<file path="src/rtl/ttt_pkg.sv">
// Shared codes and the winning-line table for the tic-tac-toe board reader.
package ttt_pkg;

    // Decoded (un-flipped) cell states
    localparam logic [1:0] CELL_EMPTY   = 2'b00;
    localparam logic [1:0] CELL_ILLEGAL = 2'b01;
    localparam logic [1:0] CELL_P2      = 2'b10;
    localparam logic [1:0] CELL_P1      = 2'b11;

    // Evaluation results
    localparam logic [1:0] RES_NOWIN = 2'b00;
    localparam logic [1:0] RES_TIE   = 2'b01;
    localparam logic [1:0] RES_P2    = 2'b10;
    localparam logic [1:0] RES_P1    = 2'b11;

    localparam logic [3:0] WINLINE_NONE = 4'hF;
    localparam logic [2:0] LAST_LINE    = 3'd7;

    typedef enum logic [1:0] {
        S_IDLE = 2'd0,
        S_SCAN = 2'd1,
        S_DONE = 2'd2
    } fsm_state_t;

    // Cell indices of each winning line: rows, columns, diagonals
    localparam logic [3:0] WIN_LINES [0:7][0:2] = '{
        '{4'd0, 4'd1, 4'd2},
        '{4'd3, 4'd4, 4'd5},
        '{4'd6, 4'd7, 4'd8},
        '{4'd0, 4'd3, 4'd6},
        '{4'd1, 4'd4, 4'd7},
        '{4'd2, 4'd5, 4'd8},
        '{4'd0, 4'd4, 4'd8},
        '{4'd2, 4'd4, 4'd6}
    };

    // A raw (flipped) board pair holds a player only as 11 or 01; 10 is illegal
    function automatic logic pair_filled(input logic [1:0] pair);
        return (pair == 2'b11) || (pair == 2'b01);
    endfunction

endpackage

</file>
<file path="src/rtl/board_reader_cell_decode.sv">
// Un-flips one stored board pair into a cellState; the illegal code reads as empty.
module cell_decode
    import ttt_pkg::*;
(
    input  logic [1:0] pair,
    output logic [1:0] state
);

    logic [1:0] raw;

    // Swap the bit order, then squash the illegal code to empty
    always_comb begin
        raw   = {pair[0], pair[1]};
        state = (raw == CELL_ILLEGAL) ? CELL_EMPTY : raw;
    end

endmodule

</file>
<file path="src/rtl/board_reader.sv">
// Board read port plus a one-line-per-clock win/tie evaluator with
// start/done/ack handshake toward the game controller.
module board_reader
    import ttt_pkg::*;
#(
    parameter int N_CELLS = 9,
    parameter int CELL_W  = 2
) (
    input  logic                        ph1,
    input  logic                        reset,
    input  logic [N_CELLS*CELL_W-1:0]   gameBoard,
    input  logic [3:0]                  rdAddr,
    output logic [1:0]                  rdState,
    input  logic                        start,
    output logic                        busy,
    output logic                        done,
    input  logic                        ack,
    output logic [1:0]                  result,
    output logic [3:0]                  winLine
);

    if (N_CELLS != 9 || CELL_W != 2) begin : g_bad_geometry
        $error("board_reader supports only a 9-cell board of 2-bit cells");
    end

    fsm_state_t                  state;
    logic [N_CELLS*CELL_W-1:0]   snapshot;
    logic [2:0]                  lineIdx;

    // ---------------- read port ----------------
    logic [1:0] rd_pair;
    logic [1:0] rd_dec;

    // Pick the raw pair for rdAddr; out-of-board addresses read as empty
    always_comb begin
        rd_pair = 2'b00;
        if (rdAddr < 4'd9)
            rd_pair = gameBoard[{rdAddr, 1'b0} +: 2];
    end

    cell_decode u_rd_dec (
        .pair  (rd_pair),
        .state (rd_dec)
    );

    // Registered read, independent of the evaluator
    always_ff @(posedge ph1 or negedge reset) begin
        if (!reset) rdState <= CELL_EMPTY;
        else        rdState <= rd_dec;
    end

    // ---------------- line evaluation ----------------
    logic [2:0][1:0] line_pair;
    logic [2:0][1:0] line_cell;
    logic            line_win;
    logic            all_filled;

    for (genvar j = 0; j < 3; j++) begin : g_line
        // Fetch cell j of the current line from the snapshot
        always_comb begin
            line_pair[j] = snapshot[{WIN_LINES[lineIdx][j], 1'b0} +: 2];
        end

        cell_decode u_ln_dec (
            .pair  (line_pair[j]),
            .state (line_cell[j])
        );
    end

    // Win when all three decoded cells match and are occupied
    always_comb begin
        line_win = (line_cell[0] != CELL_EMPTY) &&
                   (line_cell[0] == line_cell[1]) &&
                   (line_cell[1] == line_cell[2]);
    end

    // Tie needs every cell occupied by a legal player code
    always_comb begin
        all_filled = 1'b1;
        for (int i = 0; i < N_CELLS; i++)
            if (!pair_filled(snapshot[2*i +: 2]))
                all_filled = 1'b0;
    end

    // Handshake FSM: snapshot on start, scan 8 lines, hold result until ack
    always_ff @(posedge ph1 or negedge reset) begin
        if (!reset) begin
            state    <= S_IDLE;
            snapshot <= '0;
            lineIdx  <= '0;
            busy     <= 1'b0;
            done     <= 1'b0;
            result   <= RES_NOWIN;
            winLine  <= WINLINE_NONE;
        end else begin
            case (state)
                S_IDLE: begin
                    if (start) begin
                        snapshot <= gameBoard;
                        lineIdx  <= '0;
                        busy     <= 1'b1;
                        state    <= S_SCAN;
                    end
                end
                S_SCAN: begin
                    if (line_win) begin
                        // Cell codes for the players equal their result codes
                        result  <= line_cell[0];
                        winLine <= {1'b0, lineIdx};
                        busy    <= 1'b0;
                        done    <= 1'b1;
                        state   <= S_DONE;
                    end else if (lineIdx != LAST_LINE) begin
                        lineIdx <= lineIdx + 3'd1;
                    end else begin
                        result  <= all_filled ? RES_TIE : RES_NOWIN;
                        winLine <= WINLINE_NONE;
                        busy    <= 1'b0;
                        done    <= 1'b1;
                        state   <= S_DONE;
                    end
                end
                S_DONE: begin
                    if (ack) begin
                        done  <= 1'b0;
                        state <= S_IDLE;
                    end
                end
                default: begin
                    busy  <= 1'b0;
                    done  <= 1'b0;
                    state <= S_IDLE;
                end
            endcase
        end
    end

endmodule

</file>
<file path="config.mk">
export PLATFORM = sky130hd
export DESIGN_NAME = board_reader
export DESIGN_NICKNAME = d
export VERILOG_FILES = /design/src/rtl/ttt_pkg.sv /design/src/rtl/board_reader_cell_decode.sv /design/src/rtl/board_reader.sv
export SDC_FILE = /design/constraint.sdc
export NUM_CORES = 1
export LEC_CHECK = 0
export CAP_MARGIN = 20
export CORE_UTILIZATION = 35
export CTS_CLUSTER_SIZE = 24
export DETAILED_ROUTE_END_ITERATION = 8
export PLACE_DENSITY_LB_ADDON = 0.2
export SYNTH_ARGS = -nofsm -noshare
export SYNTH_HDL_FRONTEND = slang
export SYNTH_SLANG_ARGS = --single-unit
</file>
<file path="constraint.sdc">
create_clock -name ph1 -period 5.5 [get_ports ph1]
set_clock_uncertainty 0.2 [all_clocks]
set_input_delay 1.1 -clock ph1 [delete_from_list [all_inputs] [get_ports ph1]]
set_output_delay 1.1 -clock ph1 [all_outputs]
set_load 0.05 [all_outputs]
</file>
==> results.md, run 1 <==
* Synth cell types at 45
* IO Port Bufs at 35
* Max_cap viols at 0
* # fillers at 562
* GP Congestion at 0.855
* Int Power at 985 uW
* Routed len/inst at 16.9 um
* Yosys Warn Count at 0
* Leak Pwr at 1.08 nW
* Root Driver: clkbuf_8
* Overall Global Routing Usage at 17.5%
* Initial Util at 36.6%
* R2R Path End: lineIdx[0]
* Hold WC Path Type: flop to flop
* Clock power share at 10.5%
* Status: finished clean
* Setup TNS at 0 ns
* R2r startpoint: lineIdx[1]
* Worst path required time at 5.47 ns
* Core Region at 0.00599 mm2
* Vias in the first global route at 1647
* FMAX at 270 MHz
* Clock-pin transition on the worst setup and hold timing paths at 0.07 ns
* CTS Buf Count at 5
* CTS tree: built
* Synth Cell Area at 0.00219 mm2
* Share of total power in sequential cells at 28.4%
* Worst-Skew Late Latency at 0.29 ns
* Tcrit/Tclk final at 67.2%
* Post-layout min period at 3.70 ns
* Post-DP HPWL at 3730 um
* Synth Instances at 188
* Die Span X at 81.1 um
* Grt ovf at 0
* Clock buffer depth at 2
* Largest net degree at the start of global routing at 34
* H-Tree Depth at 2
* DR pass1 iterations at 4
* CTS sink cnt at 33
* Area growth from synthesis to layout at 22.6%
* Ys async rst share at 100%
* Final net count at 254
* Most used DFF post-synth: dfrtp_1
* Global-route wire length before repair at 8470 um
* Slew @ Worst Pin at 0.653 ns
* Synthesized flop and latch total at 33
* Startpoint types: flop
* Die Area at 0.00658 mm2
* Crit path DAT at 3.67 ns
* Crit-path slowest cell: or4_4
* Reg2Reg Setup Slack at 1.80 ns
* CP endpoint kind: flop
* Synthesized area per cell at 11.7 um2
* Crit path max fanout at 7
* Peak supply drop at 295 uV
* Critical Path Sink: lineIdx[0]
* Share of cells above drive strength 1 at 24.4%
* Sw Share at 44.5%
* Critical Path Start: lineIdx[1]
* Via count at 1627
* Sw power at 789 uW
* Final hold vios at 0
* CTS resizes at 0
* Number of DRC markers in iteration 0 at 73
* # IOs at 36
* Number of synthesized flops with an enable pin at 0
* Post-CTS Setup Bufs at 0
* Seq/Total Area, Yosys at 37.9%
* CTS Hold Buffers Added at 0
* Inst Count DP at 289
* RSZ-0062 raised after global routing: false
* Crit path largest cell delay at 0.50 ns
* Antenna diode count at 0
* Final setup violation count at 0
* Combinational Power Share at 61.1%
* Initial antenna violation count at 0
* Critical path class: flop to flop
* Max-slew headroom at 56.5%
* Final wirelength at 5010 um
* Non-Filler Instances at 296
* Via/cell ratio at 5.50
* DRC at 0
* Syn nets at 221
* # rows at 28
* Chip Height at 81.1 um
* Worst Reg-to-Reg Cells at 9
* Slew Limit Fails at 0
* PD cells at 660 mW/mm2
* Post-route ant nets at 0
* Worst path cell trace: inv_1, ha_1, mux2i_4, mux2_4, and3_4, or4_4, a22o_4, a211oi_4, mux2_2
-- power groups by stage --
stage                     registers, mW  clock network, mW  logic (mW)
after global placement            0.506                  0        1.08
after global routing              0.525              0.202        1.18
final                             0.504              0.186        1.08
after detailed placement          0.507                  0        1.08
after CTS                         0.503              0.193        1.08
after floorplan                   0.517                  0       0.829
-- worst max-delay path, delay by kind of cell (launching register included) --
| family | cells | cell delay (ns) |
|---|---|---|
| mux | 3 | 1.08 |
| simple gates | 2 | 0.68 |
| compound gates | 2 | 0.62 |
| flops | 1 | 0.48 |
| fa+ha+maj | 1 | 0.32 |
| buf+inv | 1 | 0.19 |
-- layout by cell type (no fill, tap or decap), drive strengths merged, types with 2 or more instances in the layout --
cell,synthesis,final
clkdlybuf4s50,0,35
dfrtp,29,29
mux2,24,24
mux2i,19,19
nor2,16,16
mux4,9,9
a211oi,8,8
ha,7,7
a21oi,6,6
clkbuf,7,6
nand2,5,5
inv,4,4
nor2b,4,4
a31oi,4,4
o22ai,4,4
dfstp,4,4
o21ai,3,3
nand2b,3,3
nor3,3,3
nand3b,2,2
and2,2,2
o211ai,2,2
or3,2,2
buf,4,2
or4,2,2
and3,2,2
a22o,2,2
-- stage by stage --
stage | setup WS [ns] | total power, mW | instance area (um2) | hold WS (ns) | util [%]
after global placement | 1.79 | 1.59 | 2600 | 0.291 | 43.3
after floorplan | 2.15 | 1.35 | 2190 | 0.303 | -
after CTS | 1.80 | 1.78 | 2690 | 0.311 | 44.8
after detailed placement | 1.82 | 1.59 | 2600 | 0.283 | 43.3
final | 1.80 | 1.77 | 2690 | 0.306 | 44.8
after global routing | 1.60 | 1.91 | 2690 | 0.349 | 44.8
-- registers in the layout, indices dropped and copies added (netlist names) --
register	cells
winLine	4
done	1
rdState	2
result	2
snapshot	18
lineIdx	3
busy	1
state	2
-- cell families (layout without fill, tap and decap cells) --
group	after synthesis	in the layout	share of synthesized area, %
DFF	33	33	37.9
adders and majority gates	7	7	4.00
and+or+nand+nor	47	47	11.6
buffers and inverters	15	48	3.37
AOI/OAI and AO/OA	34	34	11.9
muxes	52	52	31.2
-- area by class of cell --
class | count | area (um2) | area share (%)
sequential | 33 | 831 | 30.9
timing repair buffer | 37 | 365 | 13.6
clock buffer | 6 | 82.6 | 3.07
tap | 75 | 93.8 | 3.49
inverter | 4 | 15.0 | 0.559
clock inverter | 1 | 7.51 | 0.279
multi-input combinational | 140 | 1290 | 48.1
-- per-layer routing --
layer  GRT usage, %  part of all wire, %
met5              0                    0
met4           6.25                  2.0
met3           4.16                  3.9
met2           26.2                   46
met1           24.4                   48
-- worst min path at each step --
stage | from | to | slack [ns] | cells after the start
6_report | result[1] | result[1] | 0.31 | 1
5_1_grt | winLine[0] | winLine[0] | 0.35 | 2
4_1_cts | result[1] | result[1] | 0.31 | 1
3_5_place_dp | result[1] | result[1] | 0.28 | 1
3_3_place_gp | result[1] | result[1] | 0.29 | 1
2_1_floorplan | snapshot[16] | snapshot[16] | 0.30 | 1
-- cell usage after synthesis (all sizes together) (4+ instances only) --
| master | number | share of area [%] |
|---|---|---|
| nor2b | 4 | 1.1 |
| dfstp | 4 | 4.8 |
| mux4 | 9 | 9.3 |
| a21oi | 6 | 1.4 |
| nor2 | 16 | 2.7 |
| nand2 | 5 | 0.86 |
| dfrtp | 29 | 33 |
| mux2 | 24 | 13 |
| inv | 4 | 0.69 |
| buf | 4 | 1.5 |
| ha | 7 | 4.0 |
| a211oi | 8 | 3.3 |
| o22ai | 4 | 1.1 |
| clkbuf | 7 | 1.2 |
| mux2i | 19 | 9.4 |
| a31oi | 4 | 1.1 |
No activity file was read; power rests on OpenSTA's default activity.
==> inputs of run 2 (changes only) <==
clock period = 3.8 ns   (was 5.5 ns; I/O delays follow)
==> results.md, run 2 (synthesized netlist as in run 1, its figures left out) <==
* Critical path class: flop to flop
* Most frequent cells in the layout: 35 x clkdlybuf4s50_1, 29 x dfrtp_1, 23 x mux2_2, 17 x mux2i_1, 16 x nor2_1
* H-Tree Depth at 2
* Initial Util at 36.6%
* Initial antenna violation count at 0
* Worst path required time at 3.77 ns
* Sw power at 1.16 mW
* Leak Pwr at 1.12 nW
* Leading cell type in the layout, fill and taps excluded: clkdlybuf4s50_1
* CTS resizes at 0
* Share of cells above drive strength 1 at 26.1%
* Grt ovf at 0
* Routed len/inst at 17.0 um
* Post-layout min period at 3.64 ns
* Post-route ant nets at 0
* Chip Height at 81.1 um
* Max_cap viols at 0
* CTS Buf Count at 5
* Setup ws final at 0.158 ns
* CP endpoint kind: flop
* Largest register by flop count: snapshot
* Clock power share at 12.9%
* Overall Global Routing Usage at 17.9%
* Via count at 1696
* DRC at 0
* Int Power at 1.54 mW
* Via/cell ratio at 5.63
* Crit path max fanout at 9
* CTS tree: built
* PD cells at 980 mW/mm2
* # rows at 28
* IO Port Bufs at 35
* Die Span X at 81.1 um
* Non-Filler Instances at 301
* # IOs at 36
* GP Congestion at 0.882
* Post-DP HPWL at 3830 um
* Status: finished clean
* Die Area at 0.00658 mm2
* Placed inst area at 0.00263 mm2
* Worst-Skew Late Latency at 0.29 ns
* RSZ-0062 raised after global routing: false
* WL met2 at 2390 um
* Place WS at 0.219 ns
* Final hold vios at 0
* Post-CTS Setup Bufs at 0
* Inst Count DP at 293
* Global-route wire length before repair at 8690 um
* Antenna diode count at 0
* FMAX at 275 MHz
* Final Cell Area at 0.00276 mm2
* Number of DRC markers in iteration 0 at 103
* Peak supply drop at 505 uV
* Max reg flops at 18
* Sw Share at 43.1%
* DR pass1 iterations at 4
* CTS sink cnt at 33
* Max-slew headroom at 60.1%
* Vias in the first global route at 1658
* # fillers at 570
* Clock-pin transition on the worst setup and hold timing paths at 0.07 ns
* Slew Limit Fails at 0
* CTS Hold Buffers Added at 0
* Metal3 WL at 260 um
* Final net count at 258
* Share of total power in sequential cells at 26.2%
* M1 wire length at 2390 um
* Startpoint types: flop
* Slew @ Worst Pin at 0.597 ns
* Largest net degree at the start of global routing at 34
* Combinational Power Share at 60.9%
* Crit path DAT at 3.62 ns
* Setup TNS at 0 ns
* Final setup violation count at 0
* Final wirelength at 5110 um
* Core Region at 0.00599 mm2
* Top Layer Used: met4
* Clock buffer depth at 2
* Root Driver: clkbuf_8
* Hold WC Path Type: flop to flop
* Area growth from synthesis to layout at 25.8%
* Tcrit/Tclk final at 95.8%
* Largest regs: snapshot x18, winLine x4, lineIdx x3
[run 2: path summary, 6_finish.rpt]
kind	from	endpoint	slack, ns	depth (start not counted)
setup reg to reg	lineIdx[0]	lineIdx[2]	0.16	9
min in group asynchronous	reset	state[1]	0.68	2
max in group asynchronous	reset	winLine[3]	2.38	2
hold / removal	result[1]	result[1]	0.31	1
setup / recovery	lineIdx[0]	lineIdx[2]	0.16	9
hold reg to reg	result[1]	result[1]	0.31	1
[run 2: area by class of cell]
cell class,count,area [um2],share of cell area [%]
clock buffer,6,82.6,3.00
clock inverter,2,37.5,1.36
inverter,4,15.0,0.545
multi-input combinational,140,1300,47.2
sequential,33,831,30.2
tap,75,93.8,3.41
timing repair buffer,41,395,14.4
[run 2: stage by stage]
stage	power, mW	hold slack, ns	util, %
after floorplan	1.95	0.264	-
after global placement	2.34	0.293	43.8
after detailed placement	2.34	0.291	43.8
after CTS	2.70	0.316	45.8
after global routing	2.90	0.335	46.0
final	2.70	0.308	46.0
[run 2: metal layers]
metal,vias up,track usage [%]
met3,7,3.93
met2,40,26.7
met4,0,6.61
met1,860,25.4
li1,789,-
met5,-,0
[run 2: power groups by stage]
| stage | combinational, mW | clock, mW | sequential [mW] |
|---|---|---|---|
| 2_1_floorplan | 1.20 | 0 | 0.748 |
| 3_3_place_gp | 1.63 | 0 | 0.709 |
| 3_5_place_dp | 1.63 | 0 | 0.707 |
| 4_1_cts | 1.63 | 0.359 | 0.703 |
| 5_1_grt | 1.80 | 0.376 | 0.729 |
| 6_report | 1.64 | 0.350 | 0.706 |
[run 2: worst max-delay path: stages (launching register included)]
cell	delay, ns
dfrtp_1	0.51
inv_1	0.20
ha_1	0.29
mux2i_4	0.31
mux2_4	0.33
and3_4	0.18
or4_4	0.50
a22o_4	0.29
a211oi_4	0.33
mux2_2	0.37
==> inputs of run 3 (changes only) <==
clock period = 3.06 ns   (was 3.8 ns; I/O delays follow)
==> results.md, run 3 (synthesized netlist as in run 1, its figures left out) <==
* Status: finished, violations left
* Overall Global Routing Usage at 18.2%
* Failing checks: setup timing
* Metal3 WL at 195 um
* Startpoint types: flop
* Worst path cell trace: inv_2, ha_2, mux4_2, mux2_2, o21ai_0, nor2_1, a22o_4, a211oi_4, mux2_2
* CTS Hold Buffers Added at 0
* DR pass1 iterations at 4
* Final wirelength at 5130 um
* Tcrit/Tclk final at 102%
* Slew Limit Fails at 0
* CTS tree: built
* Largest net degree at the start of global routing at 34
* # rows at 28
* GP Congestion at 0.792
* Most frequent cells in the layout: 35 x clkdlybuf4s50_1, 27 x dfrtp_1, 25 x buf_4, 23 x mux2_2
* M1 wire length at 2410 um
* Crit path largest cell delay at 0.50 ns
* Setup ws final at -0.0527 ns
* H-Tree Depth at 2
* Clock buffer depth at 2
* Crit path DAT at 3.07 ns
* Die Area at 0.00658 mm2
* Final net count at 278
* Die Span X at 81.1 um
* Worst path required time at 3.02 ns
* Vias in the first global route at 1791
* # IOs at 36
* CTS Buf Count at 5
* Max-slew headroom at 61.3%
* Final setup violation count at 3
* Via count at 1723
* Post-route ant nets at 0
* RSZ-0062 raised after global routing: true
* Initial antenna violation count at 0
* Max reg flops at 18
* Post-layout min period at 3.11 ns
* Grt ovf at 0
* Post-DP HPWL at 3970 um
* Share of cells above drive strength 1 at 35.9%
* Hold WC Path Type: flop to flop
* Leak Pwr at 1.21 nW
* DRC at 0
* Worst hold margin at 0.302 ns
* Leading cell type in the layout, fill and taps excluded: clkdlybuf4s50_1
* Via/cell ratio at 5.38
* Slew @ Worst Pin at 0.578 ns
* Area growth from synthesis to layout at 33.8%
* FMAX at 321 MHz
* PD cells at 1240 mW/mm2
* Critical path class: flop to flop
* Global-route wire length before repair at 8960 um
* Worst-Skew Late Latency at 0.28 ns
* Number of DRC markers in iteration 0 at 56
* Peak supply drop at 594 uV
* CTS sink cnt at 33
* Non-Filler Instances at 320
* Top Layer Used: met4
* CP endpoint kind: flop
* Largest register by flop count: snapshot
* WL met2 at 2410 um
* Antenna diode count at 0
* Final hold vios at 0
* Clock-pin transition on the worst setup and hold timing paths at 0.07 ns
* Chip Height at 81.1 um
* Root Driver: clkbuf_8
* Core Region at 0.00599 mm2
* Initial Util at 36.6%
* Inst Count DP at 311
* Max_cap viols at 0
* CP dominant cell by count: mux2_2
* Crit path max fanout at 6
* Crit-path slowest cell: mux4_2
* IO Port Bufs at 35
* Largest regs: snapshot x18, winLine x4, lineIdx x3
* Routed len/inst at 16.0 um
run 3: changes by cell type in the layout (fill, tap and decap cells not counted), moves of 2 or more:
cell and change:
buf_4 +19, dfrtp_1 -2, dfrtp_2 +2, ha_1 -4
ha_2 +2, ha_4 +2, inv_1 -2, inv_2 +2
mux2i_2 +2
run 3: worst max-delay path: cells and delay by family, from the launching register on:
| family | cells | cell delay (ns) |
|---|---|---|
| buf+inv | 1 | 0.15 |
| fa+ha+maj | 1 | 0.26 |
| mux | 3 | 1.13 |
| flops | 1 | 0.39 |
| compound gates | 3 | 0.79 |
| simple gates | 1 | 0.08 |
run 3: layout make-up:
cell class                      count  area [um2]
Clock buffer                        5        68.8
Clock inverter                      2        35.0
Fill cell                         573        3060
Inverter                            4        15.0
Multi-Input combinational cell    140        1330
Sequential cell                    33         833
Tap cell                           75        93.8
Timing Repair Buffer               61         558
run 3: report_power, final:
part / internal (mW) / switching, mW
clock: 0.237 / 0.161
sequential: 0.649 / 0.222
combinational: 1.25 / 1.11
total: 2.14 / 1.49
run 3: final timing paths:
kind	cells past startpoint	to	from	slack, ns
max	9	lineIdx[0]	lineIdx[1]	-0.05
min	1	result[1]	result[1]	0.30
max reg2reg	9	lineIdx[0]	lineIdx[1]	-0.05
min reg2reg	1	result[1]	result[1]	0.30
max in group asynchronous	2	winLine[0]	reset	1.78
min in group asynchronous	2	busy	reset	0.55
run 3: per-layer routing:
layer / vias to the layer above / global-route usage, %
met5: - / 0
met4: 0 / 7.14
met3: 8 / 3.82
met2: 46 / 28.6
met1: 844 / 24.3
li1: 825 / -
run 3: timing repair:
action                     CTS  global route
gates cloned                 0             0
pin swaps                    0             1
buffers inserted             2             0
resized for setup            1             4
setup endpoints to repair    9            11
run 3: stage by stage:
step	worst slack (ns)	instance area (um2)	total power [mW]	util [%]	setup TNS, ns
floorplan	-0.138	2220	2.45	-	-0.541
global route	-0.187	2930	3.91	48.9	-0.981
detailed placement	-0.0972	2800	3.20	46.7	-0.389
finish	-0.0527	2930	3.63	48.9	-0.153
CTS	-0.0559	2920	3.64	48.8	-0.161
global placement	-0.0793	2800	3.17	46.7	-0.302
